<file path="config.mk">
export PLATFORM = sky130hd
export DESIGN_NAME = ram_access_arbiter
export DESIGN_NICKNAME = d
export VERILOG_FILES = /design/src/rtl/ram_arb_pkg.sv /design/src/rtl/ram_arb_starve_counter.sv /design/src/rtl/ram_access_arbiter.sv
export SDC_FILE = /design/constraint.sdc
export NUM_CORES = 1
export LEC_CHECK = 0
export ABC_CLOCK_PERIOD_IN_PS = 2410
export BUFFER_PORTS_ARGS = -buffer_cell sky130_fd_sc_hd__buf_2
export CAP_MARGIN = 40
export CORE_MARGIN = 2
export CORE_UTILIZATION = 35
export DETAILED_ROUTE_END_ITERATION = 8
export GPL_TIMING_DRIVEN = 0
export PLACE_DENSITY = 0.7
export SLEW_MARGIN = 20
export SYNTH_ARGS = -nofsm -noshare
export SYNTH_HDL_FRONTEND = slang
export SYNTH_SLANG_ARGS = --single-unit
</file>
<file path="constraint.sdc">
create_clock -name clock -period 2.41 [get_ports clock]
set_input_delay 0.3615 -clock clock [delete_from_list [all_inputs] [get_ports clock]]
set_output_delay 0.3615 -clock clock [all_outputs]
set_load 0.05 [all_outputs]
</file>
<file path="src/rtl/ram_arb_pkg.sv">
// Shared encodings for the money RAM arbiter.
// Owner codes double as the external owner port value.
package ram_arb_pkg;

    localparam int CNT_W = 4;

    typedef enum logic [1:0] {
        OWN_NONE  = 2'd0,
        OWN_INIT  = 2'd1,
        OWN_TRANS = 2'd2,
        OWN_DISP  = 2'd3
    } owner_e;

    typedef enum logic [1:0] {
        S_IDLE  = 2'd0,
        S_ISSUE = 2'd1,
        S_WAIT  = 2'd2,
        S_DONE  = 2'd3
    } state_e;

endpackage

</file>
<file path="src/rtl/ram_arb_starve_counter.sv">
// Counts display arbitration losses, saturating at LIMIT.
// Clear beats hold, hold beats increment.
module ram_arb_starve_counter
    import ram_arb_pkg::*;
#(
    parameter int LIMIT = 8
) (
    input  logic             clock,
    input  logic             reset,
    input  logic             inc,
    input  logic             clr,
    input  logic             hold,
    output logic [CNT_W-1:0] count,
    output logic             at_limit
);

    localparam logic [CNT_W-1:0] LIM = CNT_W'(LIMIT);

    assign at_limit = (count == LIM);

    always_ff @(posedge clock) begin
        if (reset) begin
            count <= '0;
        end else if (clr) begin
            count <= '0;
        end else if (!hold && inc && !at_limit) begin
            count <= count + CNT_W'(1);
        end
    end

endmodule

</file>
<file path="src/rtl/ram_access_arbiter.sv">
// Single owner of the money RAM port: init > trans > disp,
// with a forced display grant after repeated losses.
module ram_access_arbiter
    import ram_arb_pkg::*;
#(
    parameter int DATA_W       = 48,
    parameter int READ_LATENCY = 1,
    parameter int STARVE_LIMIT = 8
) (
    input  logic              clock,
    input  logic              reset,
    input  logic              init_lock,
    input  logic              init_req,
    input  logic              init_addr,
    input  logic [DATA_W-1:0] init_wdata,
    output logic              init_done,
    input  logic              trans_req,
    input  logic              trans_we,
    input  logic              trans_addr,
    input  logic [DATA_W-1:0] trans_wdata,
    output logic              trans_done,
    input  logic              disp_req,
    input  logic              disp_addr,
    output logic              disp_done,
    output logic [DATA_W-1:0] rdata,
    output logic              ram_wren,
    output logic              ram_access_type,
    output logic [DATA_W-1:0] ram_data_in,
    input  logic [DATA_W-1:0] ram_result,
    output logic [1:0]        owner,
    output logic              busy
);

    localparam logic [1:0]       WAIT_LAST = 2'(READ_LATENCY - 1);
    localparam logic [CNT_W-1:0] LIMIT_C   = CNT_W'(STARVE_LIMIT);

    state_e state_q, state_d;
    owner_e owner_q, owner_d;
    owner_e win;

    logic [1:0]        wait_q, wait_d;
    logic              wren_d, type_d;
    logic [DATA_W-1:0] data_d, rdata_d;
    logic              busy_d, fin;
    logic              trans_v, disp_v, disp_force;
    logic              starve_inc, starve_clr, starve_at_limit;
    logic [CNT_W-1:0]  starve_cnt;

    ram_arb_starve_counter #(
        .LIMIT (STARVE_LIMIT)
    ) u_starve (
        .clock    (clock),
        .reset    (reset),
        .inc      (starve_inc),
        .clr      (starve_clr),
        .hold     (init_lock),
        .count    (starve_cnt),
        .at_limit (starve_at_limit)
    );

    assign owner = owner_q;

    // Winner of the IDLE decision; lock hides everyone but init.
    always_comb begin
        trans_v    = trans_req & ~init_lock;
        disp_v     = disp_req & ~init_lock;
        disp_force = disp_v && (starve_cnt == LIMIT_C);
        win        = OWN_NONE;
        if (init_req)        win = OWN_INIT;
        else if (disp_force) win = OWN_DISP;
        else if (trans_v)    win = OWN_TRANS;
        else if (disp_v)     win = OWN_DISP;
    end

    assign starve_inc = (state_q == S_IDLE) && disp_v &&
                        (win != OWN_DISP) && !starve_at_limit;
    assign starve_clr = (state_q == S_IDLE) && (win == OWN_DISP);

    always_comb begin
        state_d = state_q;
        owner_d = owner_q;
        wren_d  = ram_wren;
        type_d  = ram_access_type;
        data_d  = ram_data_in;
        rdata_d = rdata;
        wait_d  = wait_q;
        fin     = 1'b0;
        case (state_q)
            S_IDLE: begin
                if (win != OWN_NONE) begin
                    state_d = S_ISSUE;
                    owner_d = win;
                end
                case (win)
                    OWN_INIT: begin
                        wren_d = 1'b1;
                        type_d = init_addr;
                        data_d = init_wdata;
                    end
                    OWN_TRANS: begin
                        wren_d = trans_we;
                        type_d = trans_addr;
                        data_d = trans_wdata;
                    end
                    OWN_DISP: begin
                        wren_d = 1'b0;
                        type_d = disp_addr;
                        data_d = '0;
                    end
                    default: ;
                endcase
            end
            S_ISSUE: begin
                if (ram_wren) begin
                    state_d = S_DONE;
                    wren_d  = 1'b0;
                    fin     = 1'b1;
                end else begin
                    state_d = S_WAIT;
                    wait_d  = '0;
                end
            end
            S_WAIT: begin
                if (wait_q == WAIT_LAST) begin
                    state_d = S_DONE;
                    rdata_d = ram_result;
                    fin     = 1'b1;
                end else begin
                    wait_d = wait_q + 2'd1;
                end
            end
            S_DONE: begin
                state_d = S_IDLE;
                owner_d = OWN_NONE;
            end
            default: state_d = S_IDLE;
        endcase
        busy_d = (state_d != S_IDLE);
    end

    always_ff @(posedge clock) begin
        if (reset) begin
            state_q         <= S_IDLE;
            owner_q         <= OWN_NONE;
            wait_q          <= '0;
            ram_wren        <= 1'b0;
            ram_access_type <= 1'b0;
            ram_data_in     <= '0;
            rdata           <= '0;
            init_done       <= 1'b0;
            trans_done      <= 1'b0;
            disp_done       <= 1'b0;
            busy            <= 1'b0;
        end else begin
            state_q         <= state_d;
            owner_q         <= owner_d;
            wait_q          <= wait_d;
            ram_wren        <= wren_d;
            ram_access_type <= type_d;
            ram_data_in     <= data_d;
            rdata           <= rdata_d;
            init_done       <= fin && (owner_q == OWN_INIT);
            trans_done      <= fin && (owner_q == OWN_TRANS);
            disp_done       <= fin && (owner_q == OWN_DISP);
            busy            <= busy_d;
        end
    end

endmodule

</file>
[Word-level counts from Yosys, hierarchy flattened]
Index checks and enable logic that the tools add are counted.
Cells by class
  add/sub/neg operators: 2
  multipliers: 0
  divide/modulo/power cells: 0
  $lt $le $gt $ge: 0
  equal/unequal tests: 15
  shift-type cells: 0
  multiplexer cells: 20
  bitwise operators: 3
  reductions and logical operators: 26
Operators by type and width (count)
  48-bit one-hot mux with 3 select lines: 1
  2-bit two-way mux: 9
  2-bit equality test (second input constant): 6
  1-bit logical AND: 10
  2-bit nonzero test: 5
  2-bit one-hot mux with 2 select lines: 2
  2-bit one-hot mux with 4 select lines: 1
  2-bit AND reduction: 4
  2-bit by 1-bit equality test with 1-bit output (second input constant): 3
  2-bit != test (second input constant): 3
  1-bit one-hot mux with 3 select lines: 2
  4-bit by 1-bit adder with 4-bit output (second input constant): 1
  4-bit equality test (second input constant): 1
  2-bit logical NOT: 2
  4-bit by 1-bit != test with 1-bit output (second input constant): 1
  1-bit one-hot mux with 2 select lines: 2
  1-bit two-way mux: 3
  3-bit AND reduction: 1
  3-bit nonzero test: 1
  2-bit by 1-bit adder with 2-bit output (second input constant): 1
  1-bit AND: 2
  1-bit logical NOT: 2
  2-bit by 1-bit != test with 1-bit output (second input constant): 1
  2-bit OR reduction: 1
  1-bit NOT: 1
Word-level totals
  register bits: 112
  latch bits: 0
  memory bits (writable): 0
  ROM bits: 0
  bits of input ports: 154
  output and inout port bits: 104
  word-level logic and storage cells: 78
  memories kept: 0

[Logic depth before layout (Yosys ltp)]
  depth after elaboration: 11
  gate-level depth with buffers: 12
  gate-level depth less buffers: 9

[Cells and area by module]
From an unflattened synthesis, not the netlist that was laid out.
Unflattened totals
  cells, all modules: 591
  area, all modules: 5220.0 µm²
Modules (own cells, without submodules)
  ram_access_arbiter: instances 1, cells each 565, area an instance 4968.5 µm², sequential area each 2162.1 µm²
  ram_arb_starve_counter: instances 1, cells each 26, area an instance 251.5 µm², sequential area each 80.1 µm²

[Worst setup path before layout]
OpenSTA, ideal clock, no wires.
  kind: register to register
  start point: register u_starve.count[0]
  end point: register ram_data_in[7]
  library setup time: 0.132 ns
  arrival: 1.972 ns
  data required time: 2.278 ns
  setup slack: 0.306 ns
  stages on the path, launching flop included: 13
  path buffers: 3
  period minus slack after synthesis: 2.104 ns
  path through: dfxtp_1 -> inv_1 -> ha_1 -> nand3b_1 -> nand2_1 -> a21oi_1 -> ha_1 -> buf_2 -> nor2_4 -> buf_4 -> buf_6 -> a221oi_1 -> nor3_1
Between the ends
  longest elaborated chain between the ends: 7
  elaborated cells on any way between the ends: 10
  those cells by class: eq/ne: 4; mux: 3; reduce/logical: 3
RTL lines
  start, declared: line ram_arb_starve_counter.sv:13  | output logic [CNT_W-1:0] count,
  start signal, assigned: line ram_arb_starve_counter.sv:27  | count <= count + CNT_W'(1);
  4-bit equality test *: line ram_access_arbiter.sv:67  | disp_force = disp_v && (starve_cnt == LIMIT_C);
  1-bit logical AND *: line ram_access_arbiter.sv:67
  2-bit two-way mux *: line ram_access_arbiter.sv:70  | else if (disp_force) win = OWN_DISP;
  2-bit two-way mux *: line ram_access_arbiter.sv:69  | if (init_req) win = OWN_INIT;
  2-bit equality test or 2-bit by 1-bit equality test with 1-bit output (tied branches): line ram_access_arbiter.sv:94  | case (win)
  3-bit nonzero test (no source line)
  2-bit AND reduction (no source line)
  end signal, assigned: line ram_access_arbiter.sv:160  | ram_data_in <= data_d;
  end, declared: line ram_access_arbiter.sv:28  | output logic [DATA_W-1:0] ram_data_in,
Every way passes the cells marked *; elsewhere a longest branch is shown, timed or not.
A chain may end at the register's enable or synchronous reset.

[Worst setup path in the final report]
  start point: register u_starve.count[0]
  end point: register ram_data_in[12]
The elaborated chain is that of the path after synthesis.

==> flow_summary.ini <==
[status]
status = complete, no violations

[sta]
hold_ws_ns = 0.249
finalCriticalPeriod_ns = 2.29
hold_viol = 0
worst_pin_slew_ns = 0.592
final_max_slew_viol_count = 0
finalCritPeriodShare = 0.952
setup_tns_ns = 0
skew_ns = 0.00629
final-setup-viol-count = 0
fmax_ghz = 0.436
grt_setup_unrepaired = yes
slew-limit-headroom = 0.605

[final_layout]
design_area_um2 = 6440
nets = 981
n_antenna_cell = 0
areaGrowthSynthToFinish_pct = 40.5
final_common_cell = buf_2
fillers = 1297
multi_input_area_um2 = 2110
drive_gt1_frac = 0.380
mostFrequentLayoutCells = 270 x buf_2, 110 x dfxtp_1, 102 x nand2_1, 61 x a21oi_1, 57 x nor2_1
post-route-util = 0.506
regArea_um2 = 2240

[floorplan]
start_util = 0.361
coreArea_um2 = 12700
die_y_um = 118
io_pins = 258
rows = 41
die_w_um = 118
die-area_um2 = 14000

[hold_path]
min_to = rdata[26]
hp-start = ram_result[26]
whs_path_depth = 3
worstHoldPathType = input port to flip-flop

[yosys]
yosys.area.top_type = dfxtp_1
synth_cells = 546
synth_top_area_frac = 0.489
synthTopCellsByArea = dfxtp_1 49%, a221oi_1 9.4%, nand2_1 8.3%
syn_area_um2 = 4590
yosysWarnings = 0
synth.distinct_cells = 37
synth.avg_cell_area_um2 = 8.40
yosysSeqAreaShare = 0.489
synth-seq-cells = 112
synth_nets = 712

[placed_design]
port-buffer-count = 257
gp_congestion = 0.805
place_hpwl_um = 11400
dpl_cell_area_um2 = 6090

[power_and_ir_drop]
ir_worst_vdd_mv = 0.605
leakagePower_uw = 0.00298
pwr_density_cell_nw_per_um2 = 1340

[clock_tree]
cts.htree.levels = 3
cts_tree = built
root_buffer = clkbuf_16
clk_latency_ns = 0.35
clkTransAtPathRegs_ns = 0.07
clk_path_buf_depth = 2
cts_sinks = 112
numCtsBuffers = 9

[worst_setup_path]
crit_type = flip-flop to flip-flop
ff2ff_path_depth = 12
crit_path_start_kind = flip-flop
reg2reg_slack_ns = 0.12
critPathMaxFanout = 10
worstReg2RegEnd = ram_data_in[12]
r2r-start = u_starve.count[0]
arrival_ns = 2.52
critPathRequiredTime_ns = 2.63
end_kind = flip-flop

[global_route]
grt_max_degree = 19
grt_pass1_vias = 4484
grt_pass1_wl_um = 22800
grt.overflow.total = 0
antenna_found_initial = 0
track_usage = 0.204

[flow_run]
cap_viol_max_count = 0

[routing]
drc = 0
drtAntennaViolNets = 0
vias_per_cell = 4.95
firstDrtPassIters = 6
via_count = 4914
first_iter_violations = 265
wl_um = 14700
wl_per_cell_um = 14.8
[cell type report]
| class | instances | share of cell area |
|---|---|---|
| plain buffers | 45 | 0.0363 |
| clock buffers | 11 | 0.0377 |
| clock inverters | 5 | 0.00990 |
| inverters | 10 | 0.00583 |
| multi-input cells | 379 | 0.328 |
| flip-flops and latches | 112 | 0.348 |
| well taps | 172 | 0.0334 |
| repair buffers | 258 | 0.201 |
[sequential cells by signal, summed over array words and instances (netlist names), 2 cells and up]
| signal | count |
|---|---|
| rdata | 48 |
| state_q | 2 |
| u_starve.count | 4 |
| owner | 2 |
| wait_q | 2 |
| ram_data_in | 48 |
[stage by stage]
| stage | setup slack (ns) | power [uW] | cells |
|---|---|---|---|
| final | 0.116 | 8610 | 992 |
| after global routing | -0.0116 | 9140 | 992 |
| after CTS | 0.0183 | 8660 | 991 |
| after detailed placement | -0.103 | 7110 | 975 |
| after global placement | -0.0630 | 7080 | 975 |
| after floorplan | 0.306 | 5990 | 546 |
[critical path, cell delays in order, from the launching register on]
cell and delay, ns:
dfxtp_2 0.35, inv_1 0.06, ha_1 0.20, nand3b_1 0.13
nand2_1 0.10, a21oi_2 0.20, ha_1 0.17, buf_4 0.17
nor2_4 0.06, buf_4 0.18, buf_6 0.16, a221oi_1 0.31
nor3_1 0.07
[how the worst max path moves through the flow]
stage,start,end,slack (ns),depth (start not counted)
global route,u_starve.count[0],ram_data_in[42],-0.01,10
global placement,u_starve.count[0],ram_data_in[9],-0.06,12
finish,u_starve.count[0],ram_data_in[12],0.12,12
floorplan,u_starve.count[0],ram_data_in[7],0.31,12
detailed placement,u_starve.count[0],ram_data_in[12],-0.10,12
CTS,u_starve.count[0],ram_data_in[30],0.02,10
[cells by family (layout without fill, tap and decap cells)]
logic type / count (synthesis) / after routing / share of synthesized area
and+or+nand+nor: 240 / 240 / 0.236
adders and majority gates: 12 / 12 / 0.0327
DFF: 112 / 112 / 0.489
buffers and inverters: 55 / 329 / 0.0578
AOI/OAI and AO/OA: 127 / 127 / 0.185
[power breakdown]
part,total [uW],internal [uW],switching (uW)
clock,1530,845,685
sequential,2650,2380,275
combinational,4420,1200,3230
[synthesized netlist by cell type, drive strengths merged]
master   instances
a311oi           1
o221ai           1
nand2          102
or2              2
nor3b            1
nor4bb           1
nor2            58
nand2b           6
inv             10
nand3            7
o21ai            8
a211oi           1
buf             24
a21o             2
nor3            48
o221a            1
a221oi          49
dfxtp          112
ha              12
or3              1
and3b            1
a22oi            1
nand3b           3
and4bb           1
a21oi           62
clkbuf          21
a22o             1
nor2b            3
or4              1
and2             4
nand4bb          1
[timing repair]
item / CTS / global route
setup endpoints to repair: 42 / 46
resized for setup: 2 / 13
pin swaps: 0 / 1
cloned: 0 / 0
hold buffers: 0 / 0
setup buffers: 0 / 1
[routing by layer]
| layer | global-route usage | wire (um) | part of all wire |
|---|---|---|---|
| met3 | 0.0584 | 1490 | 0.10 |
| met4 | 0.0692 | 229 | 0.016 |
| met2 | 0.344 | 7060 | 0.48 |
| met1 | 0.249 | 5900 | 0.40 |
| met5 | 0 | 0 | 0 |
Power figures use the tool's default switching activity.
